`src/rtl/biriscv_csr_commit_pkg.sv`:
```
// Shared exception codes and stage payload types for the CSR commit path.
// Combinational definitions only; no latency or backpressure of its own.
package biriscv_csr_commit_pkg;

    localparam int EXCEPTION_W = 6;
    typedef logic [EXCEPTION_W-1:0] exc_t;

    localparam exc_t EXCEPTION_NONE                = 6'h00;
    localparam exc_t EXCEPTION_ILLEGAL_INSTRUCTION = 6'h12;
    localparam exc_t EXCEPTION_BREAKPOINT          = 6'h13;
    localparam exc_t EXCEPTION_FAULT_LOAD          = 6'h15;
    localparam exc_t EXCEPTION_FAULT_STORE         = 6'h17;
    localparam exc_t EXCEPTION_ECALL_M             = 6'h1b;
    localparam exc_t EXCEPTION_INTERRUPT           = 6'h20;
    localparam exc_t EXCEPTION_ERET_U              = 6'h30;
    localparam exc_t EXCEPTION_ERET_M              = 6'h33;
    localparam exc_t EXCEPTION_FENCE               = 6'h34;

    typedef struct packed {
        logic [31:0] pc;
        logic [11:0] waddr;
        logic        write;
        logic [31:0] wdata;
        logic [31:0] value;
        exc_t        exc;
    } e2_t;

    typedef struct packed {
        logic [31:0] pc;
        logic [11:0] waddr;
        logic        write;
        logic [31:0] wdata;
        exc_t        exc;
        logic [31:0] addr;
    } wb_t;

    // FENCE travels as an exception code but must not block its own CSR write.
    function automatic logic exc_allows_write(exc_t code);
        return (code == EXCEPTION_NONE) || (code == EXCEPTION_FENCE);
    endfunction

    // ERET_U..ERET_M share the 0b1100xx prefix.
    function automatic logic exc_counts_retire(exc_t code);
        return exc_allows_write(code) || (code[5:2] == 4'b1100);
    endfunction

endpackage

```
`src/rtl/biriscv_csr_commit_if.sv`:
```
// E1/E2 inputs and CSR writeback outputs between the pipeline and the commit block.
// instret_o exists only when BIRISCV_CSR_COMMIT_INSTRET_EN is defined.
interface biriscv_csr_commit_if;
    import biriscv_csr_commit_pkg::*;

    logic        opcode_valid_e1_i;
    logic [31:0] opcode_opcode_e1_i;
    logic [31:0] opcode_pc_e1_i;
    logic [31:0] csr_result_e1_value_i;
    logic        csr_result_e1_write_i;
    logic [31:0] csr_result_e1_wdata_i;
    exc_t        csr_result_e1_exception_i;
    exc_t        mem_exception_e2_i;
    logic [31:0] mem_addr_e2_i;
    logic        take_interrupt_i;
    logic        stall_i;
    logic        squash_e2_i;

    logic        csr_writeback_write_o;
    logic [11:0] csr_writeback_waddr_o;
    logic [31:0] csr_writeback_wdata_o;
    exc_t        csr_writeback_exception_o;
    logic [31:0] csr_writeback_exception_pc_o;
    logic [31:0] csr_writeback_exception_addr_o;
    logic        flush_o;
`ifdef BIRISCV_CSR_COMMIT_INSTRET_EN
    logic [63:0] instret_o;
`endif

    modport master (
`ifdef BIRISCV_CSR_COMMIT_INSTRET_EN
        input  instret_o,
`endif
        output opcode_valid_e1_i, opcode_opcode_e1_i, opcode_pc_e1_i,
        output csr_result_e1_value_i, csr_result_e1_write_i, csr_result_e1_wdata_i,
        output csr_result_e1_exception_i, mem_exception_e2_i, mem_addr_e2_i,
        output take_interrupt_i, stall_i, squash_e2_i,
        input  csr_writeback_write_o, csr_writeback_waddr_o, csr_writeback_wdata_o,
        input  csr_writeback_exception_o, csr_writeback_exception_pc_o,
        input  csr_writeback_exception_addr_o, flush_o
    );

    modport slave (
`ifdef BIRISCV_CSR_COMMIT_INSTRET_EN
        output instret_o,
`endif
        input  opcode_valid_e1_i, opcode_opcode_e1_i, opcode_pc_e1_i,
        input  csr_result_e1_value_i, csr_result_e1_write_i, csr_result_e1_wdata_i,
        input  csr_result_e1_exception_i, mem_exception_e2_i, mem_addr_e2_i,
        input  take_interrupt_i, stall_i, squash_e2_i,
        output csr_writeback_write_o, csr_writeback_waddr_o, csr_writeback_wdata_o,
        output csr_writeback_exception_o, csr_writeback_exception_pc_o,
        output csr_writeback_exception_addr_o, flush_o
    );

endinterface

```
`src/rtl/biriscv_csr_commit_stage.sv`:
```
// One pipeline slot (valid + payload), 1-cycle latency.
// kill_i beats hold_i; held slots keep contents; empty slots carry an all-zero payload.
module biriscv_csr_commit_stage #(
    parameter type payload_t = logic [31:0]
) (
    input  logic     clk,
    input  logic     rst,
    input  logic     kill_i,
    input  logic     hold_i,
    input  logic     valid_i,
    input  payload_t payload_i,
    output logic     valid_o,
    output payload_t payload_o
);

    logic     valid_q, valid_d;
    payload_t payload_q, payload_d;

    always_comb begin
        valid_d   = valid_q;
        payload_d = payload_q;
        if (kill_i) begin
            valid_d   = 1'b0;
            payload_d = '0;
        end else if (!hold_i) begin
            valid_d   = valid_i;
            payload_d = valid_i ? payload_i : '0;
        end
    end

    always_ff @(posedge clk or posedge rst) begin
        if (rst) begin
            valid_q   <= 1'b0;
            payload_q <= '0;
        end else begin
            valid_q   <= valid_d;
            payload_q <= payload_d;
        end
    end

    assign valid_o   = valid_q;
    assign payload_o = payload_q;

endmodule

```
`src/rtl/biriscv_csr_commit.sv`:
```
// CSR commit: E1 -> E2 -> WB (2 cycles), merges mem faults/interrupts, one commit per instruction.
// stall_i holds E2 and bubbles WB; a retiring exception flushes E2/E1. Optional: BIRISCV_CSR_COMMIT_INSTRET_EN.
module biriscv_csr_commit
    import biriscv_csr_commit_pkg::*;
#(
    parameter bit SUPPORT_MEM_FAULT = 1'b1
) (
    input  logic                      clk,
    input  logic                      rst,
    biriscv_csr_commit_if.slave       bus
);

    // Reset asserts immediately but releases on a clock edge.
    logic [1:0] rst_sync_q;
    logic       rst_core;

    always_ff @(posedge clk or posedge rst) begin
        if (rst) rst_sync_q <= 2'b11;
        else     rst_sync_q <= {rst_sync_q[0], 1'b0};
    end

    assign rst_core = rst_sync_q[1];

    e2_t         e1_pay, e2_q;
    wb_t         wb_d, wb_q;
    logic        e2_vld, wb_vld;
    logic        flush, commit_write;
    exc_t        mem_exc;
    logic [31:0] mem_addr;

    assign e1_pay.pc    = bus.opcode_pc_e1_i;
    assign e1_pay.waddr = bus.opcode_opcode_e1_i[31:20];
    assign e1_pay.write = bus.csr_result_e1_write_i;
    assign e1_pay.wdata = bus.csr_result_e1_wdata_i;
    assign e1_pay.value = bus.csr_result_e1_value_i;
    assign e1_pay.exc   = bus.csr_result_e1_exception_i;

    assign mem_exc  = SUPPORT_MEM_FAULT ? bus.mem_exception_e2_i : EXCEPTION_NONE;
    assign mem_addr = SUPPORT_MEM_FAULT ? bus.mem_addr_e2_i      : 32'h0;

    assign flush = wb_vld && (wb_q.exc != EXCEPTION_NONE);

    biriscv_csr_commit_stage #(.payload_t(e2_t)) u_e2 (
        .clk       (clk),
        .rst       (rst_core),
        .kill_i    (flush || bus.squash_e2_i),
        .hold_i    (bus.stall_i),
        .valid_i   (bus.opcode_valid_e1_i),
        .payload_i (e1_pay),
        .valid_o   (e2_vld),
        .payload_o (e2_q)
    );

    // An interrupt is withheld while WB retires an exception so it lands on exactly one instruction.
    always_comb begin
        wb_d       = '0;
        wb_d.pc    = e2_q.pc;
        wb_d.waddr = e2_q.waddr;
        wb_d.write = e2_q.write;
        wb_d.wdata = e2_q.wdata;
        if (e2_q.exc != EXCEPTION_NONE) begin
            wb_d.exc  = e2_q.exc;
            wb_d.addr = e2_q.value;
        end else if (mem_exc != EXCEPTION_NONE) begin
            wb_d.exc  = mem_exc;
            wb_d.addr = mem_addr;
        end else if (bus.take_interrupt_i && e2_vld && !flush) begin
            wb_d.exc  = EXCEPTION_INTERRUPT;
        end
    end

    // Anything leaving E2 on a stall, squash or flush edge is dropped rather than retired.
    biriscv_csr_commit_stage #(.payload_t(wb_t)) u_wb (
        .clk       (clk),
        .rst       (rst_core),
        .kill_i    (bus.stall_i || bus.squash_e2_i || flush),
        .hold_i    (1'b0),
        .valid_i   (e2_vld),
        .payload_i (wb_d),
        .valid_o   (wb_vld),
        .payload_o (wb_q)
    );

    assign commit_write = wb_vld && wb_q.write && exc_allows_write(wb_q.exc);

    assign bus.csr_writeback_write_o          = commit_write;
    assign bus.csr_writeback_waddr_o          = commit_write ? wb_q.waddr : 12'h0;
    assign bus.csr_writeback_wdata_o          = commit_write ? wb_q.wdata : 32'h0;
    assign bus.csr_writeback_exception_o      = flush ? wb_q.exc  : EXCEPTION_NONE;
    assign bus.csr_writeback_exception_pc_o   = flush ? wb_q.pc   : 32'h0;
    assign bus.csr_writeback_exception_addr_o = flush ? wb_q.addr : 32'h0;
    assign bus.flush_o                        = flush;

`ifdef BIRISCV_CSR_COMMIT_INSTRET_EN
    logic [63:0] instret_q, instret_d;

    always_comb begin
        instret_d = instret_q;
        if (wb_vld && exc_counts_retire(wb_q.exc)) instret_d = instret_q + 64'd1;
    end

    always_ff @(posedge clk or posedge rst_core) begin
        if (rst_core) instret_q <= 64'h0;
        else          instret_q <= instret_d;
    end

    assign bus.instret_o = instret_q;
`endif

    wire unused_ok = &{1'b0, bus.opcode_opcode_e1_i[19:0], bus.mem_exception_e2_i,
                       bus.mem_addr_e2_i, 1'b0};

endmodule

```
`src/flat_wrapper.sv`:
```
// flat-port wrapper written by rule: the top's interface ports become plain ports
module biriscv_csr_commit_flat import biriscv_csr_commit_pkg::*;
#(
    parameter bit SUPPORT_MEM_FAULT = 1'b1
)
  (clk, rst, bus_opcode_valid_e1_i, bus_opcode_opcode_e1_i, bus_opcode_pc_e1_i, bus_csr_result_e1_value_i, bus_csr_result_e1_write_i, bus_csr_result_e1_wdata_i, bus_csr_result_e1_exception_i, bus_mem_exception_e2_i, bus_mem_addr_e2_i, bus_take_interrupt_i, bus_stall_i, bus_squash_e2_i, bus_csr_writeback_write_o, bus_csr_writeback_waddr_o, bus_csr_writeback_wdata_o, bus_csr_writeback_exception_o, bus_csr_writeback_exception_pc_o, bus_csr_writeback_exception_addr_o, bus_flush_o);
  biriscv_csr_commit_if bus_i ();
  input  logic clk;
  input  logic rst;
  input wire logic [$bits(bus_i.opcode_valid_e1_i)-1:0] bus_opcode_valid_e1_i;
  input wire logic [$bits(bus_i.opcode_opcode_e1_i)-1:0] bus_opcode_opcode_e1_i;
  input wire logic [$bits(bus_i.opcode_pc_e1_i)-1:0] bus_opcode_pc_e1_i;
  input wire logic [$bits(bus_i.csr_result_e1_value_i)-1:0] bus_csr_result_e1_value_i;
  input wire logic [$bits(bus_i.csr_result_e1_write_i)-1:0] bus_csr_result_e1_write_i;
  input wire logic [$bits(bus_i.csr_result_e1_wdata_i)-1:0] bus_csr_result_e1_wdata_i;
  input wire logic [$bits(bus_i.csr_result_e1_exception_i)-1:0] bus_csr_result_e1_exception_i;
  input wire logic [$bits(bus_i.mem_exception_e2_i)-1:0] bus_mem_exception_e2_i;
  input wire logic [$bits(bus_i.mem_addr_e2_i)-1:0] bus_mem_addr_e2_i;
  input wire logic [$bits(bus_i.take_interrupt_i)-1:0] bus_take_interrupt_i;
  input wire logic [$bits(bus_i.stall_i)-1:0] bus_stall_i;
  input wire logic [$bits(bus_i.squash_e2_i)-1:0] bus_squash_e2_i;
  output wire logic [$bits(bus_i.csr_writeback_write_o)-1:0] bus_csr_writeback_write_o;
  output wire logic [$bits(bus_i.csr_writeback_waddr_o)-1:0] bus_csr_writeback_waddr_o;
  output wire logic [$bits(bus_i.csr_writeback_wdata_o)-1:0] bus_csr_writeback_wdata_o;
  output wire logic [$bits(bus_i.csr_writeback_exception_o)-1:0] bus_csr_writeback_exception_o;
  output wire logic [$bits(bus_i.csr_writeback_exception_pc_o)-1:0] bus_csr_writeback_exception_pc_o;
  output wire logic [$bits(bus_i.csr_writeback_exception_addr_o)-1:0] bus_csr_writeback_exception_addr_o;
  output wire logic [$bits(bus_i.flush_o)-1:0] bus_flush_o;
  assign bus_i.opcode_valid_e1_i = bus_opcode_valid_e1_i;
  assign bus_i.opcode_opcode_e1_i = bus_opcode_opcode_e1_i;
  assign bus_i.opcode_pc_e1_i = bus_opcode_pc_e1_i;
  assign bus_i.csr_result_e1_value_i = bus_csr_result_e1_value_i;
  assign bus_i.csr_result_e1_write_i = bus_csr_result_e1_write_i;
  assign bus_i.csr_result_e1_wdata_i = bus_csr_result_e1_wdata_i;
  assign bus_i.csr_result_e1_exception_i = bus_csr_result_e1_exception_i;
  assign bus_i.mem_exception_e2_i = bus_mem_exception_e2_i;
  assign bus_i.mem_addr_e2_i = bus_mem_addr_e2_i;
  assign bus_i.take_interrupt_i = bus_take_interrupt_i;
  assign bus_i.stall_i = bus_stall_i;
  assign bus_i.squash_e2_i = bus_squash_e2_i;
  assign bus_csr_writeback_write_o = bus_i.csr_writeback_write_o;
  assign bus_csr_writeback_waddr_o = bus_i.csr_writeback_waddr_o;
  assign bus_csr_writeback_wdata_o = bus_i.csr_writeback_wdata_o;
  assign bus_csr_writeback_exception_o = bus_i.csr_writeback_exception_o;
  assign bus_csr_writeback_exception_pc_o = bus_i.csr_writeback_exception_pc_o;
  assign bus_csr_writeback_exception_addr_o = bus_i.csr_writeback_exception_addr_o;
  assign bus_flush_o = bus_i.flush_o;
  biriscv_csr_commit #(.SUPPORT_MEM_FAULT(SUPPORT_MEM_FAULT)) u_core (.clk(clk), .rst(rst), .bus(bus_i));
endmodule
```
`config.mk`:
```
export PLATFORM = sky130hd
export DESIGN_NAME = biriscv_csr_commit_flat
export DESIGN_NICKNAME = d
export VERILOG_FILES = /design/src/rtl/biriscv_csr_commit_pkg.sv /design/src/rtl/biriscv_csr_commit_if.sv /design/src/rtl/biriscv_csr_commit_stage.sv /design/src/rtl/biriscv_csr_commit.sv /design/src/flat_wrapper.sv
export SDC_FILE = /design/constraint.sdc
export NUM_CORES = 1
export LEC_CHECK = 0
export ABC_AREA = 1
export CAP_MARGIN = 25
export CORE_ASPECT_RATIO = 0.8
export CORE_MARGIN = 2
export CORE_UTILIZATION = 38
export CTS_BUF_LIST = sky130_fd_sc_hd__clkbuf_2 sky130_fd_sc_hd__clkbuf_4 sky130_fd_sc_hd__clkbuf_8
export DETAILED_ROUTE_END_ITERATION = 6
export PLACE_DENSITY = 0.72
export SLEW_MARGIN = 20
export SYNTH_ARGS = -nofsm -noshare
export SYNTH_HDL_FRONTEND = slang
export SYNTH_SLANG_ARGS = --single-unit
```
`constraint.sdc`:
```
create_clock -name clk -period 7.32 [get_ports clk]
set_clock_uncertainty 0.05 [all_clocks]
set_input_delay 1.464 -clock clk [delete_from_list [all_inputs] [get_ports clk]]
set_output_delay 1.464 -clock clk [all_outputs]
set_load 0.005 [all_outputs]
```
# After elaboration in Yosys (flattened, before gate mapping)
# Index checks and enable logic that the tools add are counted.
# word_totals
ff_bits	234
input_bits	179
elab_cells	48
# classes
n_eq_ne	2
mux	17
n_reduce_logical	14
# ops
operator	count
two-way mux 115 bit	5
two-way mux 32 bit	4
two-way mux 38 bit	1
two-way mux 6 bit	3
nonzero test 6 bit	3
two-way mux 12 bit	1
equality test 6 bit (second input constant)	1
zero test 6 bit	1
logical AND 1 bit	5
logical OR 1 bit	4
two-way mux 1 bit	3
inequality test 2 x 1 -> 1 bit (second input constant)	1
zero test 1 bit	1

# Logic depth before layout (Yosys ltp)
# Gate-level depths: netlist (run 1).
# logic_depth
word_depth	9
mapped_depth	9

# Modules after synthesis
# Synthesis (run 1) repeated with hierarchy kept, for this count alone.
# hier_totals
cells_unflattened	1881
area_unflattened_um2	12468.2
# modules_own_cells
mod	instances	cells_per_inst	area_per_inst_um2	seq_area_each_um2
biriscv_csr_commit_stage	2	748	5386.4	2902.8
biriscv_csr_commit	1	385	1695.4	52.6

# Worst setup path before layout (run 1)
# Ideal clock, no wire load.
# synth_timing
path_type	register to output
start	reg u_core.u_wb.payload_q (netlist bit u_core.u_wb.payload_o[33])
end	out bus_csr_writeback_waddr_o[10]
arrival_time_ns	1.202
t_required_ns	5.806
setup_slack_ns	4.604
path_stages_with_launch	7
n_path_buf	1
path_cell_list	dfrtp_1 > nor2_1 > nand3_1 > nand2_1 > nand3_1 > clkbuf_1 > nor2_1
# synth_via
elab_chain_cells	4
elab_cells_between_ends	5
# synth_rtl
element	line	text
start: declaration	biriscv_csr_commit_stage.sv:17	payload_t payload_q, payload_d;
start signal: assignment	biriscv_csr_commit_stage.sv:37	payload_q <= payload_d;
equality test 6 bit or zero test 6 bit (tied branches)	biriscv_csr_commit_pkg.sv:39	return (code == EXCEPTION_NONE) || (code == EXCEPTION_FENCE);
logical OR 1 bit *	biriscv_csr_commit_pkg.sv:39	
logical AND 1 bit *	biriscv_csr_commit.sv:84	assign commit_write = wb_vld && wb_q.write && exc_allows_write(wb_q.exc);
two-way mux 12 bit *	biriscv_csr_commit.sv:87	assign bus.csr_writeback_waddr_o = commit_write ? wb_q.waddr : 12'h0;
end: declaration	flat_wrapper.sv:23	output wire logic [$bits(bus_i.csr_writeback_waddr_o)-1:0] bus_csr_writeback_waddr_o;
# Mark *: on every way between the ends. The rest lies on a longest branch, timed or not.

# Final worst setup path (run 1)
# layout_timing
start	reg u_core.u_wb.payload_q (netlist bit u_core.u_wb.payload_o[33])
end	out bus_csr_writeback_exception_addr_o[18]
# layout_via
elab_chain_cells	3
# layout_rtl
element	line	text
nonzero test 6 bit	biriscv_csr_commit.sv:41	assign flush = wb_vld && (wb_q.exc != EXCEPTION_NONE);
logical AND 1 bit	biriscv_csr_commit.sv:41	
two-way mux 32 bit	biriscv_csr_commit.sv:91	assign bus.csr_writeback_exception_addr_o = flush ? wb_q.addr : 32'h0;
end: declaration	flat_wrapper.sv:27	output wire logic [$bits(bus_i.csr_writeback_exception_addr_o)-1:0] bus_csr_writeback_exception_addr_o;
# Every way passes these cells.

==> results of run 1 <==
==> cell usage in the layout (no fill, tap or decap), types with 2 or more instances in the layout <==
cell             Yosys  layout
nand2_2              3       2
o21ai_1              8       8
inv_1              201     200
nand3_2              1       2
dfstp_2              2       2
nor2_1             203     203
o21ai_0             71      71
or2_2                2       2
buf_16               0       3
clkbuf_4             0      11
a21oi_1             38      38
clkinvlp_4           0       2
clkdlybuf4s50_1      0     273
dfrtp_1            232     232
diode_2              0       3
clkinv_2             0       3
nand3_1            150     149
clkbuf_8             0      50
buf_4                4      12
bufinv_16            0       2
nand2_1            114     114
==> registers in the layout, summed over array words and instances (netlist names) <==
| name | cells |
|---|---|
| u_core.u_e2.payload_o | 115 |
| u_core.u_wb.payload_o | 115 |
| u_core.rst_sync_q | 2 |
| u_core.u_e2.valid_o | 1 |
| u_core.u_wb.valid_o | 1 |
==> per-layer routing <==
layer,up-vias,track usage (%)
li1,3858,-
met1,3826,26.5
met2,267,32.3
met3,38,6.23
met4,0,6.22
met5,-,0
==> logic make-up after synthesis <==
group / after synthesis / synth area share, %
flops: 234 / 61.4
buf+inv: 271 / 11.3
simple gates: 476 / 21.1
other cells: 1 / 0.0393
compound gates: 117 / 6.14
==> worst paths after layout <==
check	from	end	slack, ps	depth (start not counted)
min in group clk	u_core.rst_sync_q[0]	u_core.rst_sync_q[1]	310	0
hold reg to reg	u_core.rst_sync_q[1]	u_core.u_wb.payload_o[77]	280	1
max in group asynchronous	u_core.rst_sync_q[1]	u_core.u_e2.payload_o[18]	5860	3
setup / recovery	u_core.u_wb.payload_o[33]	bus_csr_writeback_exception_addr_o[18]	2870	6
hold / removal	u_core.rst_sync_q[1]	u_core.u_wb.payload_o[77]	280	1
setup reg to reg	u_core.u_wb.payload_o[33]	u_core.u_wb.payload_o[13]	3770	9
==> power groups by stage <==
stage / Sequential (mW) / Combinational [mW] / Clock [mW]
floorplan: 1.35 / 0.110 / 0
global placement: 1.36 / 0.231 / 0
detailed placement: 1.36 / 0.233 / 0
CTS: 1.33 / 0.235 / 1.30
global route: 1.34 / 0.261 / 1.35
finish: 1.33 / 0.234 / 1.26
==> critical path, stage by stage, from the launching register on <==
cell,delay [ps]
dfrtp_1,370
nor2_1,150
nand3_1,120
nand2_2,700
buf_4,470
nor2_1,110
clkdlybuf4s50_1,470
==> cell type report <==
class	instances	area (µm²)	area share (%)
flip-flops and latches	234	5860	43.7
repair buffers	288	2910	21.7
inverters	202	766	5.71
clock buffers	61	771	5.75
diodes	3	7.51	0.0560
well taps	318	398	2.97
multi-input cells	594	2620	19.5
clock inverters	7	90.1	0.672
==> metrics by stage <==
stage | cells | power (mW)
final | 1707 | 2.83
after global routing | 1705 | 2.95
after CTS | 1701 | 2.86
after detailed placement | 1633 | 1.59
after global placement | 1633 | 1.59
after floorplan | 1099 | 1.46
==> metrics.md, run 1 <==
| Metric | Value |
|---|---|
| Yosys reg bits | 234 |
| Seq/Total Area, Yosys | 61.4% |
| CP Capture Type | primary output |
| Initial antenna violation count | 3 |
| Final Util | 54.7% |
| Final setup viols | 0 |
| Final Slew Violations | 0 |
| Cell area after layout | 0.0134 mm² |
| Via Count | 7989 |
| WL met2 | 12200 µm |
| Crit path kind | flip-flop to primary output |
| Place WS | 3180 ps |
| RSZ-0062 raised after global routing | false |
| Clk sinks | 234 |
| Mean Syn Cell Area | 8.68 µm² |
| Status | complete, no violations |
| Fmax | 225 MHz |
| CORE AREA | 0.0245 mm² |
| IO Pins | 295 |
| Share of cells above drive strength 1 | 6.93% |
| ANT nets after route | 0 |
| WL met1 | 11800 µm |
| FP Rows | 51 |
| WP data arrival | 2940 ps |
| Min Tclk post-route | 4450 ps |
| Type of the worst min-delay path | flip-flop to async pin |
| Tightest Pin Transition | 936 ps |
| H-tree levels | 2 |
| Synth area leaders | dfrtp_1 (61%), nor2_1 (8.0%), inv_1 (7.9%), nand3_1 (7.9%), nand2_1 (4.5%) |
| WHS | 280 ps |
| Leading area contributor after synthesis | dfrtp_1 |
| P_sw | 0.659 mW |
| Worst-path clk slew | 60 ps |
| Worst-path fanout max | 43 |
| WL/cell | 15.6 µm |
| Setup tns final | 0 ps |
| Fin worst setup slack | 2870 ps |
| Syn Std Cell Area | 0.00954 mm² |
| CTS max path bufs | 3 |
| Slew headroom | 37.4% |
| Post-CTS Hold Fix Bufs | 0 |
| Setup bufs post-CTS | 0 |
| Leakage power | 5.75 nW |
| Detailed placement HPWL | 16500 µm |
| Number of global-route vias before repair | 8398 |
| Clock power frac | 44.5% |
| Layout area overhead | 40.6% |
| GRT overflow | 0 |
| CTS tree | built |
| Die Area | 0.0264 mm² |
| CP Launch Type | flip-flop |
| Reg power frac | 47.2% |
| Internal power | 2.17 mW |
| Root buffer cell | clkbuf_8 |
| Most frequent cell after synthesis | dfrtp_1 |
| Total wire length | 26600 µm |
| Die X | 181 µm |
| All-Layer GR Usage | 20.2% |
| Die Ht | 146 µm |
| Post-Syn Nets | 1278 |
| Comb pwr share | 8.3% |
| Worst Path Required | 5810 ps |
| Worst-case vdd ir drop | 120 µV |
| Pwr/cell area | 211 mW/mm² |
| Resized Gates After CTS | 0 |
| Count of different cell masters after synthesis | 22 |
| Worst-skew pair later-pin latency | 520 ps |
| Port Buffers | 274 |
| Fillers | 2250 |
| GPL Wtd Cong | 0.836 |
| Main synth FF type | dfrtp_1 |
| Tcrit/Tclk final | 60.8% |
| # DRC | 0 |
| MaxCap Viol Count | 0 |
| Share of the synthesized area in the top cell type | 60.9% |
| Sw frac | 23.3% |
| Asr flop ratio synth | 100% |
| Vias per cell | 4.68 |
| Initial Utilization | 38.9% |
| Starting DRT DRC Count | 515 |
| Top Layer Used | met4 |
| Post-synth EDFFs | 0 |
| Pin count of the biggest net entering global routing | 85 |
| Drt pass-1 iters | 5 |
| Yosys warning count | 0 |
| Cells after synthesis | 1099 |
| Placed inst area | 0.0125 mm² |
| CTS Buf Count | 40 |
| Number of hold violations in the final report | 0 |
| First-pass GRT wire length | 43000 µm |
| Routed wl met3 | 2170 µm |
| Commonest cells post-synth | dfrtp_1 (232), nor2_1 (203), inv_1 (201) |
| Final net count | 1539 |
No activity file was read; power rests on OpenSTA's default activity.
==> run 2, diff against run 1 <==
Clock period 7.32 ns to 4.6 ns, I/O delays scaled along.
==> run 2 against run 1 <==
Compared with the run above:
- power up 52%
- final cell count decreased by 0.41%
- die area unchanged
- final area decreased by 1.0%
- non-clock buffer count shrank 1
- clock-buffer cell count decreased by 5
- critical path depth stayed put
- global-route usage down 0.48 points
- first-iteration DRC count shrank 13%
- highest routed layer is now met5
==> metrics.md, run 2 (same netlist as run 1, synthesis figures left out) <==
| Metric | Value |
|---|---|
| Worst path bufs/invs | 1 |
| Commonest non-fill, non-tap cells in the layout | clkdlybuf4s50_1 (273), dfrtp_1 (232), nor2_1 (203) |
| Via Count | 8016 |
| WHS | 307 ps |
| Pwr/cell area | 324 mW/mm² |
| Most common cell after layout, fill and taps aside | clkdlybuf4s50_1 |
| Worst-case vdd ir drop | 157 µV |
| Clk sinks | 234 |
| Die X | 181 µm |
| Top Layer Used | met5 |
| Worst Path Required | 3630 ps |
| Final net count | 1537 |
| Critical Path Most Common Cell | nor2_1 |
| Starting DRT DRC Count | 449 |
| Min Tclk post-route | 3760 ps |
| WP data arrival | 2790 ps |
| Setup tns final | 0 ps |
| First-pass GRT wire length | 42000 µm |
| Worst-path fanout max | 45 |
| Type of the worst min-delay path | flip-flop to flip-flop |
| Worst-path clk slew | 60 ps |
| Resized Gates After CTS | 0 |
| WL/cell | 15.3 µm |
| All-Layer GR Usage | 19.7% |
| WL met1 | 11200 µm |
| Worst Hold Path EP | u_core.rst_sync_q[1] |
| MaxCap Viol Count | 0 |
| IO Pins | 295 |
| Routed wl met3 | 2150 µm |
| H-tree levels | 2 |
| Status | complete, no violations |
| Hold path start | u_core.rst_sync_q[0] |
| Total wire length | 25900 µm |
| Fillers | 2252 |
| Overall power | 4.30 mW |
| Drt pass-1 iters | 4 |
| Crit-path cells | nor2_1 -> nand3_1 -> nand2_1 -> nand3_2 -> nor2_1 -> clkdlybuf4s50_1 |
| Worst-skew pair later-pin latency | 510 ps |
| WHS Path Cells | 0 |
| Final Slew Violations | 0 |
| Slowest Stage Delay on Critical Path | 630 ps |
| Port Buffers | 274 |
| Crit-path slowest cell | nand3_2 |
| CP Launch Type | flip-flop |
| Post-CTS Hold Fix Bufs | 0 |
| Share of cells above drive strength 1 | 6.52% |
| Die Ht | 146 µm |
| Setup bufs post-CTS | 0 |
| ANT nets after route | 0 |
| Vias per cell | 4.72 |
| Die Area | 0.0264 mm² |
| Number of global-route vias before repair | 8251 |
| CORE AREA | 0.0245 mm² |
| FP Rows | 51 |
| Slew headroom | 33.7% |
| Number of hold violations in the final report | 0 |
| Worst reg2reg path depth | 7 |
| Fmax | 266 MHz |
| Final Util | 54.2% |
| CTS tree | built |
| CP Capture Type | primary output |
| WL met2 | 11800 µm |
| Tightest Pin Transition | 993 ps |
| Initial Utilization | 38.9% |
| Pin count of the biggest net entering global routing | 132 |
| CP top delay family | simple AND/OR/NAND/NOR gates |
| FF-to-FF End | u_core.u_e2.payload_o[33] |
| Initial antenna violation count | 5 |
| Reg2Reg Setup Slack | 1600 ps |
| Reg2reg start | u_core.u_wb.payload_o[33] |
| # DRC | 0 |
| Leakage power | 5.68 nW |
| Tcrit/Tclk final | 81.7% |
| Crit path kind | flip-flop to primary output |
| Final setup viols | 0 |
| Detailed placement HPWL | 16300 µm |
| GPL Wtd Cong | 0.838 |
| RSZ-0062 raised after global routing | false |
| Root buffer cell | clkbuf_8 |
| CTS max path bufs | 3 |
| CTS Buf Count | 39 |
| Layout area overhead | 39.2% |
| GRT overflow | 0 |
run 2: cell count changes in the layout (fill, tap and decap cells not counted), sizes merged:
cell    delta
clkinv     +2
clkbuf     -5
inv        -1
bufinv     -1
diode      -1
buf        -1
run 2: worst max path at each step:
stage	slack (ps)	end	from	depth (start not counted)
finish	840	bus_csr_writeback_wdata_o[11]	u_core.u_wb.payload_o[33]	6
floorplan	1140	u_core.u_e2.payload_o[0]	u_core.rst_sync_q[1]	1
global route	540	bus_csr_writeback_wdata_o[3]	u_core.u_wb.payload_o[33]	6
detailed placement	1330	bus_csr_writeback_wdata_o[11]	u_core.u_wb.payload_o[33]	6
CTS	750	bus_csr_writeback_wdata_o[11]	u_core.u_wb.payload_o[33]	6
global placement	1490	bus_csr_writeback_wdata_o[22]	u_core.u_wb.payload_o[33]	6
run 2: metal layers:
| metal | track usage, % | up-vias |
|---|---|---|
| li1 | - | 3854 |
| met1 | 25.2 | 3819 |
| met2 | 32.0 | 272 |
| met3 | 6.03 | 65 |
| met4 | 6.54 | 6 |
| met5 | 0 | - |
run 2: cell type report:
| type | count | area [µm²] | area share [%] |
|---|---|---|---|
| diodes | 2 | 5.00 | 0.0377 |
| clock buffers | 56 | 689 | 5.19 |
| clock inverters | 7 | 62.6 | 0.471 |
| inverters | 202 | 762 | 5.74 |
| multi-input cells | 594 | 2620 | 19.7 |
| flip-flops and latches | 234 | 5860 | 44.1 |
| well taps | 318 | 398 | 3.00 |
| repair buffers | 287 | 2880 | 21.7 |
run 2: metrics by stage:
stage / cell area [µm²] / cells / worst slack (ps)
2_1_floorplan: 9540 / 1099 / 1140
3_3_place_gp: 12500 / 1634 / 1490
3_5_place_dp: 12500 / 1634 / 1330
4_1_cts: 13300 / 1697 / 751
5_1_grt: 13300 / 1698 / 543
6_report: 13300 / 1700 / 842
run 2: where the power goes:
group / switching [mW] / internal [mW]
registers: 0.0167 / 2.11
clock network: 0.790 / 1.01
logic: 0.203 / 0.170
total: 1.01 / 3.29
==> run 3, diff against run 2 <==
Settings changed: PLACE_DENSITY 0.72 to 0.75.
Clock period 4.6 ns to 3.4 ns, I/O delays scaled along.
==> run 3 against run 2 <==
Compared with the run above:
- clock-buffer cell count grew 7
- die area did not move
- via count rose by 0.69%
- critical path type unchanged
- worst setup slack worse by 520 ps
==> metrics.md, run 3 (same netlist as run 1, synthesis figures left out) <==
| Metric | Value |
|---|---|
| Final Util | 54.8% |
| Die Ht | 146 µm |
| All-Layer GR Usage | 20.3% |
| WP data arrival | 2350 ps |
| CTS max path bufs | 3 |
| CP Capture Type | primary output |
| ANT nets after route | 0 |
| Crit path kind | flip-flop to primary output |
| WL/cell | 15.5 µm |
| Worst-path clk slew | 60 ps |
| Fmax | 324 MHz |
| RSZ-0062 raised after global routing | false |
| Worst-path fanout max | 46 |
| P_sw | 1.41 mW |
| Initial Utilization | 38.9% |
| Total wire length | 26500 µm |
| Tcrit/Tclk final | 90.7% |
| Sw frac | 23.2% |
| Fillers | 2227 |
| MaxCap Viol Count | 0 |
| Layout area overhead | 40.8% |
| Leakage power | 5.76 nW |
| Tightest Pin Transition | 710 ps |
| Drt pass-1 iters | 5 |
| Vias per cell | 4.73 |
| Worst-case vdd ir drop | 263 µV |
| CTS tree | built |
| Worst Path Required | 2670 ps |
| Slew headroom | 52.6% |
| Resized Gates After CTS | 0 |
| First-pass GRT wire length | 43300 µm |
| Post-CTS Hold Fix Bufs | 0 |
| Via Count | 8071 |
| Clock power frac | 44.3% |
| Final Slew Violations | 0 |
| Initial antenna violation count | 2 |
| Port Buffers | 274 |
| Min Tclk post-route | 3080 ps |
| Internal power | 4.67 mW |
| Type of the worst min-delay path | flip-flop to async pin |
| Number of hold violations in the final report | 0 |
| Final net count | 1541 |
| Overall power | 6.08 mW |
| Status | complete, no violations |
| Fin worst setup slack | 317 ps |
| Share of cells above drive strength 1 | 7.13% |
| FP Rows | 51 |
| Placed inst area | 0.0126 mm² |
| Antenna Cells | 0 |
| GRT overflow | 0 |
| Cell area after layout | 0.0134 mm² |
| Worst-skew pair later-pin latency | 520 ps |
| Comb pwr share | 8.5% |
| Final setup viols | 0 |
| CP Launch Type | flip-flop |
| Most common cell after layout, fill and taps aside | clkdlybuf4s50_1 |
| Clk sinks | 234 |
| Setup bufs post-CTS | 0 |
| CTS Buf Count | 40 |
| GPL Wtd Cong | 0.815 |
| H-tree levels | 2 |
| Detailed placement HPWL | 16800 µm |
| Die Area | 0.0264 mm² |
| Starting DRT DRC Count | 475 |
| Reg power frac | 47.2% |
| Die X | 181 µm |
| # DRC | 0 |
| Pin count of the biggest net entering global routing | 93 |
| Setup tns final | 0 ps |
| Number of global-route vias before repair | 8405 |
| IO Pins | 295 |
| Commonest non-fill, non-tap cells in the layout | clkdlybuf4s50_1 (273), dfrtp_1 (232), nor2_1 (203) |
| CORE AREA | 0.0245 mm² |
| Place WS | 848 ps |
| Reg2Reg Setup Slack | 1080 ps |
| Root buffer cell | clkbuf_8 |
| Pwr/cell area | 453 mW/mm² |
==> run 3: changes by cell type in the layout (fill, tap and decap cells not counted), sizes merged <==
cell and delta:
buf +3, clkinv -1, clkbuf +7, diode -2
==> run 3: per-layer routing <==
metal / share of wire, % / GRT usage (%)
met5: 0.060 / 0
met4: 2.2 / 6.46
met3: 8.4 / 6.28
met2: 46 / 32.3
met1: 43 / 26.7
==> run 3: through the flow <==
stage	hold slack, ps	cells
after floorplan	295	1099
after global placement	296	1637
after detailed placement	300	1638
after CTS	309	1707
after global routing	314	1707
final	307	1707
==> run 3: critical path: stages (launching register included) <==
cell             delay [ps]
dfrtp_1                 370
nor2_1                  140
nand3_1                 120
nand2_2                  80
buf_4                   470
nor2_1                  140
clkdlybuf4s50_1         480
==> run 3: path summary, 6_finish.rpt <==
kind,from,to,cells past startpoint
setup reg to reg,u_core.u_wb.payload_o[33],u_core.u_wb.payload_o[31],9
setup / recovery,u_core.u_wb.payload_o[33],bus_csr_writeback_exception_addr_o[19],6
hold / removal,u_core.rst_sync_q[1],u_core.u_e2.payload_o[65],1
min in group clk,u_core.rst_sync_q[0],u_core.rst_sync_q[1],0
hold reg to reg,u_core.rst_sync_q[1],u_core.u_e2.payload_o[65],1
max in group asynchronous,u_core.rst_sync_q[1],u_core.u_e2.payload_o[10],2
==> run 3: cell type report <==
type / count / area, µm² / share of cell area (%)
clock buffers: 63 / 811 / 6.04
clock inverters: 6 / 57.6 / 0.429
inverters: 202 / 762 / 5.67
multi-input cells: 594 / 2620 / 19.5
flip-flops and latches: 234 / 5860 / 43.6
well taps: 318 / 398 / 2.96
repair buffers: 290 / 2930 / 21.8
==> run 3: power by group through the flow <==
stage                     sequential (mW)  combinational [mW]  clock, mW
final                                2.87               0.515       2.69
after global routing                 2.88               0.574       2.91
after CTS                            2.87               0.524       2.78
after detailed placement             2.92               0.521          0
after global placement               2.92               0.509          0
after floorplan                      2.92               0.238          0
